===== src/rtl/pico_pkg.sv =====
// Shared definitions for the pico execute stage (ALU flag layout, divider FSM states).
package pico_pkg;

   localparam int unsigned pico_N = 8;

   // Flag nibble layout {Z,N,C,V}, common to the ALU and the divider.
   localparam int unsigned FLAG_Z = 3;
   localparam int unsigned FLAG_N = 2;
   localparam int unsigned FLAG_C = 1;
   localparam int unsigned FLAG_V = 0;

   typedef enum logic [2:0] {
      StIdle,
      StPrep,
      StDiv,
      StFix,
      StDone
   } pico_div_state_t;

endpackage


===== src/rtl/pico_div_step.sv =====
// One restoring-division step: shift in the next dividend bit, trial-subtract the divisor.
module pico_div_step #(
   parameter int unsigned N = 8
) (
   input  logic [N-1:0] rem,
   input  logic         din,
   input  logic [N-1:0] divisor,
   output logic [N-1:0] rem_next,
   output logic         q_bit
);

   logic [N:0]   shifted;
   logic [N-1:0] diff;

   // Keep the difference only when it is non-negative; a kept result always fits in N bits.
   always_comb begin
      shifted  = {rem, din};
      q_bit    = (shifted >= {1'b0, divisor});
      diff     = shifted[N-1:0] - divisor;
      rem_next = q_bit ? diff : shifted[N-1:0];
   end

endmodule


===== src/rtl/pico_div.sv =====
// Iterative N-bit signed/unsigned divider with start/ready handshake and ALU-style flags.
module pico_div
   import pico_pkg::*;
#(
   parameter int unsigned N = pico_N
) (
   input  logic         clk_i,
   input  logic         rst_i,
   input  logic         start_i,
   input  logic         signed_i,
   input  logic [N-1:0] a_i,
   input  logic [N-1:0] b_i,
   output logic         ready_o,
   output logic         valid_o,
   output logic [N-1:0] q_o,
   output logic [N-1:0] r_o,
   output logic [3:0]   flags_o
);

   localparam int unsigned CntW = (N > 1) ? $clog2(N) : 1;
   localparam logic [N-1:0] MinNeg = {1'b1, {(N-1){1'b0}}};

   pico_div_state_t state_q, state_d;

   logic [N-1:0]    a_q, b_q;      // operands as presented
   logic            sgn_q;
   logic [N-1:0]    rem_q, quo_q;  // partial remainder / dividend shifting into quotient
   logic [N-1:0]    dvs_q;         // divisor magnitude
   logic            q_neg_q, r_neg_q;
   logic [CntW-1:0] cnt_q;

   logic [N-1:0]    step_rem;
   logic            step_bit;
   logic [N-1:0]    fix_q, fix_r;
   logic [3:0]      fix_flags;
   logic            fix_c, fix_v;

   pico_div_step #(
      .N (N)
   ) u_step (
      .rem      (rem_q),
      .din      (quo_q[N-1]),
      .divisor  (dvs_q),
      .rem_next (step_rem),
      .q_bit    (step_bit)
   );

   // FSM state register; reset wins over a coincident start.
   always_ff @(posedge clk_i) begin
      if (rst_i) begin
         state_q <= StIdle;
      end else begin
         state_q <= state_d;
      end
   end

   // Next-state logic: fixed path IDLE-PREP-DIV(xN)-FIX-DONE for every operation.
   always_comb begin
      state_d = state_q;
      unique case (state_q)
         StIdle:  if (start_i) state_d = StPrep;
         StPrep:  state_d = StDiv;
         StDiv:   if (cnt_q == '0) state_d = StFix;
         StFix:   state_d = StDone;
         StDone:  state_d = StIdle;
         default: state_d = StIdle;
      endcase
   end

   assign ready_o = (state_q == StIdle);
   assign valid_o = (state_q == StDone);

   // Sign fix-up, special cases and flags, registered to the outputs in FIX.
   always_comb begin
      fix_q = q_neg_q ? -quo_q : quo_q;
      fix_r = r_neg_q ? -rem_q : rem_q;
      fix_c = 1'b0;
      fix_v = 1'b0;
      if (b_q == '0) begin
         fix_q = '1;
         fix_r = a_q;
         fix_c = 1'b1;
      end else if (sgn_q && (a_q == MinNeg) && (b_q == '1)) begin
         fix_q = MinNeg;
         fix_r = '0;
         fix_v = 1'b1;
      end
      fix_flags         = '0;
      fix_flags[FLAG_Z] = (fix_q == '0);
      fix_flags[FLAG_N] = fix_q[N-1];
      fix_flags[FLAG_C] = fix_c;
      fix_flags[FLAG_V] = fix_v;
   end

   // Datapath: operand capture, magnitude prep, iteration and result registers.
   always_ff @(posedge clk_i) begin
      if (rst_i) begin
         a_q     <= '0;
         b_q     <= '0;
         sgn_q   <= 1'b0;
         rem_q   <= '0;
         quo_q   <= '0;
         dvs_q   <= '0;
         q_neg_q <= 1'b0;
         r_neg_q <= 1'b0;
         cnt_q   <= '0;
         q_o     <= '0;
         r_o     <= '0;
         flags_o <= '0;
      end else begin
         case (state_q)
            StIdle: begin
               if (start_i) begin
                  a_q   <= a_i;
                  b_q   <= b_i;
                  sgn_q <= signed_i;
               end
            end
            StPrep: begin
               rem_q <= '0;
               cnt_q <= CntW'(N - 1);
               if (sgn_q) begin
                  quo_q   <= a_q[N-1] ? -a_q : a_q;
                  dvs_q   <= b_q[N-1] ? -b_q : b_q;
                  q_neg_q <= a_q[N-1] ^ b_q[N-1];
                  r_neg_q <= a_q[N-1];
               end else begin
                  quo_q   <= a_q;
                  dvs_q   <= b_q;
                  q_neg_q <= 1'b0;
                  r_neg_q <= 1'b0;
               end
            end
            StDiv: begin
               rem_q <= step_rem;
               quo_q <= {quo_q[N-2:0], step_bit};
               if (cnt_q != '0) cnt_q <= cnt_q - CntW'(1);
            end
            StFix: begin
               q_o     <= fix_q;
               r_o     <= fix_r;
               flags_o <= fix_flags;
            end
            default: ;
         endcase
      end
   end

endmodule


===== config.mk =====
export PLATFORM = sky130hd
export DESIGN_NAME = pico_div
export DESIGN_NICKNAME = d
export VERILOG_FILES = /design/src/rtl/pico_pkg.sv /design/src/rtl/pico_div_step.sv /design/src/rtl/pico_div.sv
export SDC_FILE = /design/constraint.sdc
export NUM_CORES = 1
export LEC_CHECK = 0
export CORE_MARGIN = 2
export CORE_UTILIZATION = 30
export DETAILED_ROUTE_END_ITERATION = 10
export GPL_TIMING_DRIVEN = 0
export HOLD_SLACK_MARGIN = 0.02
export SYNTH_ARGS = -nofsm -noshare
export SYNTH_HDL_FRONTEND = slang
export SYNTH_SLANG_ARGS = --single-unit
export TNS_END_PERCENT = 30

===== constraint.sdc =====
create_clock -name clk_i -period 3.7 [get_ports clk_i]
set_input_delay 0.37 -clock clk_i [delete_from_list [all_inputs] [get_ports clk_i]]
set_output_delay 0.37 -clock clk_i [all_outputs]
set_load 0.03 [all_outputs]

==> run metrics, run 1 <==
Async SR Flop Fraction 0; Post-CTS Repair Setup Buffers 0; M2 GR Usage 0.237; share of layout cells above drive strength 1 0.0553; top post-synthesis cells by area dfxtp_1 37%, nand2_1 8.9%, a21oi_1 6.7%; Synth Area in Adders 0.0567; most frequent cells in the layout 87 x nand2_1, 68 x dfxtp_1, 49 x a21oi_1; Std-Cell Rows 40; Worst setup EP type output port; Simple-Gate Fraction of Synth Area 0.236; Synth cell types 51; hold-critical path depth 2; Synth Instances 468; fmax 0.416 GHz; power share of the combinational group 0.220; switching pwr 0.000631 W; die footprint 13,100 sq um; Vias 3,362; Max Cap Viol 0; largest area contributor in the synthesized netlist dfxtp_1; switching share of power 0.294; Reg clk slew, reported paths ~0.05 ns; wire length of the first global-routing pass 15,600 um; Critical Path RT ~3.3 ns; FF-to-FF Start quo_q[7]; post-synthesis mux area share 0.0222; Slew Limit Headroom 0.362; final hold viol count 0; largest net degree at the start of global routing 12; DP Area 4260 sq um; Synth Flop Type dfxtp_1; xor-xnor portion of the synthesized cell area 0.0669; HPWL after DPL 7140 um; hold buffer count at cts 0; grt ovf 0; Pwr per Cell Area 471 nW/um^2; post-synth top area share 0.372; final net count 556; post-route setup slack 1.30 ns; most common cell after layout, fill and taps aside nand2_1; drt pass-1 iters 4; WL final 9500 um; Total GRT Usage 0.149; hold path start dvs_q[7]; Final Cell Area between 4000 and 5000 sq um; P_leak 1.62 nW; RR Endpoint rem_q[6]; die width roughly 110 um; H-tree Lvls 3; worst hold endpoint dvs_q[7]; critical path launch point type flip-flop; Final GP Congestion 0.823; cts bufs inserted 9; warnings from Yosys 0; fin crit period roughly 2.4 ns; met3 usage 0.0328; Pint 0.00151 W; EDFF count, synth 0; outcome complete, no violations; unrepaired setup endpoints after global routing false; detailed-route DRC error count 0; clock latency on the worst-skew pair 0.33 ns; Starting Density 0.306; cell area after synthesis between 3000 and 4000 sq um; clock share of power 0.392; TNS Setup 0 ns; largest family of logic cells by synthesized area simple AND/OR/NAND/NOR gates; Worst Hold Class reg -> reg; wire per inst roughly 14 um; CTS sink count 68; M1 GR Usage 0.200; clk_skew 0.00548 ns; post-synthesis compound-gate area fraction 0.193; buffer depth of the longest clock path 2; Reg2Reg Depth 10; vias in the first global route roughly 3.2k; core region area 12,000 sq um; initial antenna violation count 0; root buffer cell clkbuf_16; Max IR drop VDD ~0.2 mV; Post-Syn Nets 504; initial DRC count 150; Avg Cell Area, Syn 7.83 sq um; Slew Viols, Final 0; Die H approximately 110 um; CTS tree built; pre-CTS WS 1.47 ns; Crit Path Max Fanout 9; I/O pin count 42; sequential power share 0.388; Detail Route Antenna Nets 0; # diodes 0; area grow syn2layout 24.2%; Post-CTS Resized 0; #FFs+latches synth 68; GRT busiest layer met2; CP Data Arrival Time between 2 and 2.5 ns; r2r setup slk 1.47 ns; post-synthesis sequential area ratio 0.372; final setup violation count 0; Crit Path Class reg -> out; number of port buffers between 40 and 50; Final period util 0.650; Slew @ Worst Pin 0.949 ns; Via density 5.01
how the worst max path moves through the flow:
stage | to | slack [ns] | cells after the start | startpoint
6_report | ready_o | 1.30 | 3 | state_q[1]
3_3_place_gp | rem_q[6] | 1.50 | 10 | quo_q[7]
5_1_grt | ready_o | 1.22 | 3 | state_q[1]
4_1_cts | ready_o | 1.35 | 3 | state_q[1]
3_5_place_dp | rem_q[6] | 1.47 | 10 | quo_q[7]
2_1_floorplan | a_q[7] | 1.63 | 7 | state_q[1]
logic make-up after synthesis:
kind of cell	Yosys count
xor+xnor	28
buf+inv	49
mux	8
compound gates	114
flops	68
fa+ha+maj	16
simple gates	185
cell usage after synthesis (all sizes together) (7+ instances only):
master / count
nor3: 20
ha: 15
mux2i: 7
o21ai: 14
a21oi: 50
a31oi: 14
inv: 23
xnor2: 20
clkbuf: 20
dfxtp: 68
nand3: 14
xor2: 8
a211oi: 8
nor2: 35
nand2: 87
area by class of cell:
class | count | area, sq um
multi-input combinational | 351 | 2110
buffer | 26 | 110
sequential | 68 | 1360
fill | 1248 | 7410
clock buffer | 11 | 243
clock inverter | 4 | 50.0
inverter | 23 | 86.3
tap | 147 | 184
timing repair buffer | 41 | 410
stage by stage:
stage	std cells	total power [W]	utilization	hold WS [ns]
after floorplan	468	0.00119	-	0.432
after global placement	656	0.00130	0.356	0.443
after detailed placement	656	0.00132	0.356	0.456
after CTS	671	0.00216	0.380	0.462
after global routing	671	0.00225	0.380	0.492
final	671	0.00215	0.380	0.462
per-layer routing:
layer | vias to the layer above | wire length, um
met1 | 1550 | 4660
met5 | - | 0
met3 | 9 | 455
met2 | 73 | 4270
met4 | 0 | 123
li1 | 1730 | -
critical path, cell delays in order, from the launching register on:
cell             delay [ns]
dfxtp_1                0.29
clkbuf_1               0.19
nor3_1                 0.45
clkdlybuf4s50_1        0.77
sequential cells by signal, indices dropped and copies added (netlist names), 3 cells and up:
signal	cells
dvs_q	8
rem_q	8
cnt_q	3
quo_q	8
r_o	8
q_o	7
flags_o	4
a_q	8
b_q	8
state_q	3
power by group through the flow:
stage | Clock (W) | Sequential (W) | Combinational (W)
global route | 0.000888 | 0.000838 | 0.000528
detailed placement | 0 | 0.000846 | 0.000470
CTS | 0.000861 | 0.000831 | 0.000472
finish | 0.000842 | 0.000832 | 0.000472
floorplan | 0 | 0.000836 | 0.000349
global placement | 0 | 0.000844 | 0.000461
(Power assumes the default switching activity.)
==> run 2: changes to the inputs <==
==> constraint.sdc (replaced) <==
create_clock -name clk_i -period 2.4 [get_ports clk_i]
set_input_delay 0.24 -clock clk_i [delete_from_list [all_inputs] [get_ports clk_i]]
set_output_delay 0.24 -clock clk_i [all_outputs]
set_load 0.03 [all_outputs]
==> run 2 against run 1 <==
  * Routed wire length hardly changed
  * Register-to-register slack worse by 1.2 ns
  * Critical path depth did not move
  * Core utilization is essentially flat
  * Via count up 0.48%
  * Die area did not move
  * Sequential power rose by 54%
  * Count of clock-buffer cells in the layout unchanged
  * Hold slack got worse by 0.0072 ns
  * Clock power increased by 54%
  * Clock skew fell by 0.00072 ns
  * Critical endpoint unchanged
==> run metrics, run 2 (synthesis gave the netlist of run 1 again) <==
Detail Route Antenna Nets 0; unrepaired setup endpoints after global routing false; RR Endpoint rem_q[6]; Finished Layout Cells 671; Reg clk slew, reported paths 0.05 ns; largest net degree at the start of global routing 12; outcome complete, no violations; share of layout cells above drive strength 1 0.0573; most frequent cells in the layout 87 x nand2_1, 68 x dfxtp_1, 49 x a21oi_1; Post-CTS Resized 0; Final GP Congestion 0.823; hold-critical path depth 3; final setup violation count 0; Reg2Reg Depth 10; clk_skew 0.00475 ns; Post-CTS Repair Setup Buffers 0; die width between 100 and 150 um; Worst setup EP type output port; final hold viol count 0; core region area 12,000 sq um; Worst Hold Class in -> reg; Slew Limit Headroom 0.364; worst hold endpoint a_q[6]; Critical Path RT 2.16 ns; post-route setup slack 0.184 ns; CP Data Arrival Time 1.98 ns; most common cell after layout, fill and taps aside nand2_1; CTS tree built; Vias 3,378; r2r setup slk ~0.23 ns; Pwr per Cell Area 727 nW/um^2; P_leak 1.63 nW; Slew @ Worst Pin between 0.9 and 1 ns; I/O pin count 42; wire length of the first global-routing pass ~16,000 um; Fill cells 1,248; Via density 5.03; clock latency on the worst-skew pair 0.33 ns; cts bufs inserted 9; fin crit period 2.22 ns; Crit Path Class reg -> out; Std-Cell Rows 40; fmax 0.451 GHz; WL final 9500 um; Slew Viols, Final 0; buffer depth of the longest clock path 2; detailed-route DRC error count 0; Max Cap Viol 0; hold path start a_i[6]; final net count approximately 560; number of port buffers 41; Crit Path Max Fanout 9; drt pass-1 iters 4; FF-to-FF Start quo_q[7]; H-tree Lvls 3; Die H 115 um; Max IR drop VDD 0.302 mV; Starting Density 0.306; critical path launch point type flip-flop; initial DRC count 163; # diodes 0; Total GRT Usage 0.149; initial antenna violation count 0; pre-CTS WS 0.173 ns; TNS Setup 0 ns; final core utilization 0.381; die footprint 13,100 sq um; grt ovf 0; area grow syn2layout 24.4%; hold buffer count at cts 0; root buffer cell clkbuf_16; CTS sink count just under 70; Final period util 0.923; wire per inst 14.2 um; dpl cells between 600 and 700; HPWL after DPL 7140 um; vias in the first global route 3,202
## run 2: worst max path at each step
| stage | startpoint | to | slack [ns] | depth (start not counted) |
|---|---|---|---|---|
| floorplan | state_q[1] | a_q[7] | 0.33 | 7 |
| global placement | quo_q[7] | rem_q[6] | 0.20 | 10 |
| detailed placement | quo_q[7] | rem_q[6] | 0.17 | 10 |
| CTS | quo_q[7] | rem_q[6] | 0.17 | 10 |
| global route | quo_q[7] | rem_q[6] | 0.04 | 10 |
| finish | state_q[1] | ready_o | 0.18 | 3 |
## run 2: layer usage
| layer | vias to the layer above | global-route usage | routed length (um) |
|---|---|---|---|
| met1 | 1544 | 0.200 | 4560 |
| met2 | 89 | 0.237 | 4300 |
| met4 | 0 | 0.0512 | 157 |
| met5 | - | 0 | 0 |
| li1 | 1731 | - | - |
| met3 | 14 | 0.0328 | 481 |
## run 2: area by class of cell
class / count / area [sq um] / area share
multi-input cells: 351 / 2110 / 0.463
flip-flops and latches: 68 / 1360 / 0.299
repair buffers: 41 / 410 / 0.0901
clock buffers: 11 / 243 / 0.0533
well taps: 147 / 184 / 0.0404
plain buffers: 26 / 110 / 0.0242
inverters: 23 / 86.3 / 0.0190
clock inverters: 4 / 50.0 / 0.0110
## run 2: critical path, stage by stage (launching register included)
cell	delay (ns)
dfxtp_1	0.29
clkbuf_1	0.19
nor3_1	0.40
clkdlybuf4s50_1	0.76
## run 2: through the flow
step                power, W  area, sq um  hold slack (ns)
detailed placement   0.00203         4260            0.456
CTS                  0.00334         4550            0.450
floorplan            0.00183         3660            0.376
global route         0.00348         4560            0.463
global placement     0.00201         4260            0.443
finish               0.00331         4560            0.455
## run 2: power breakdown
| group | leakage [nW] | switching (W) | internal, W | total [W] |
|---|---|---|---|---|
| sequential | 0.553 | 0.0000841 | 0.00120 | 0.00128 |
| clock | 0.138 | 0.000477 | 0.000824 | 0.00130 |
| combinational | 0.935 | 0.000415 | 0.000315 | 0.000730 |
| total | 1.63 | 0.000976 | 0.00234 | 0.00331 |
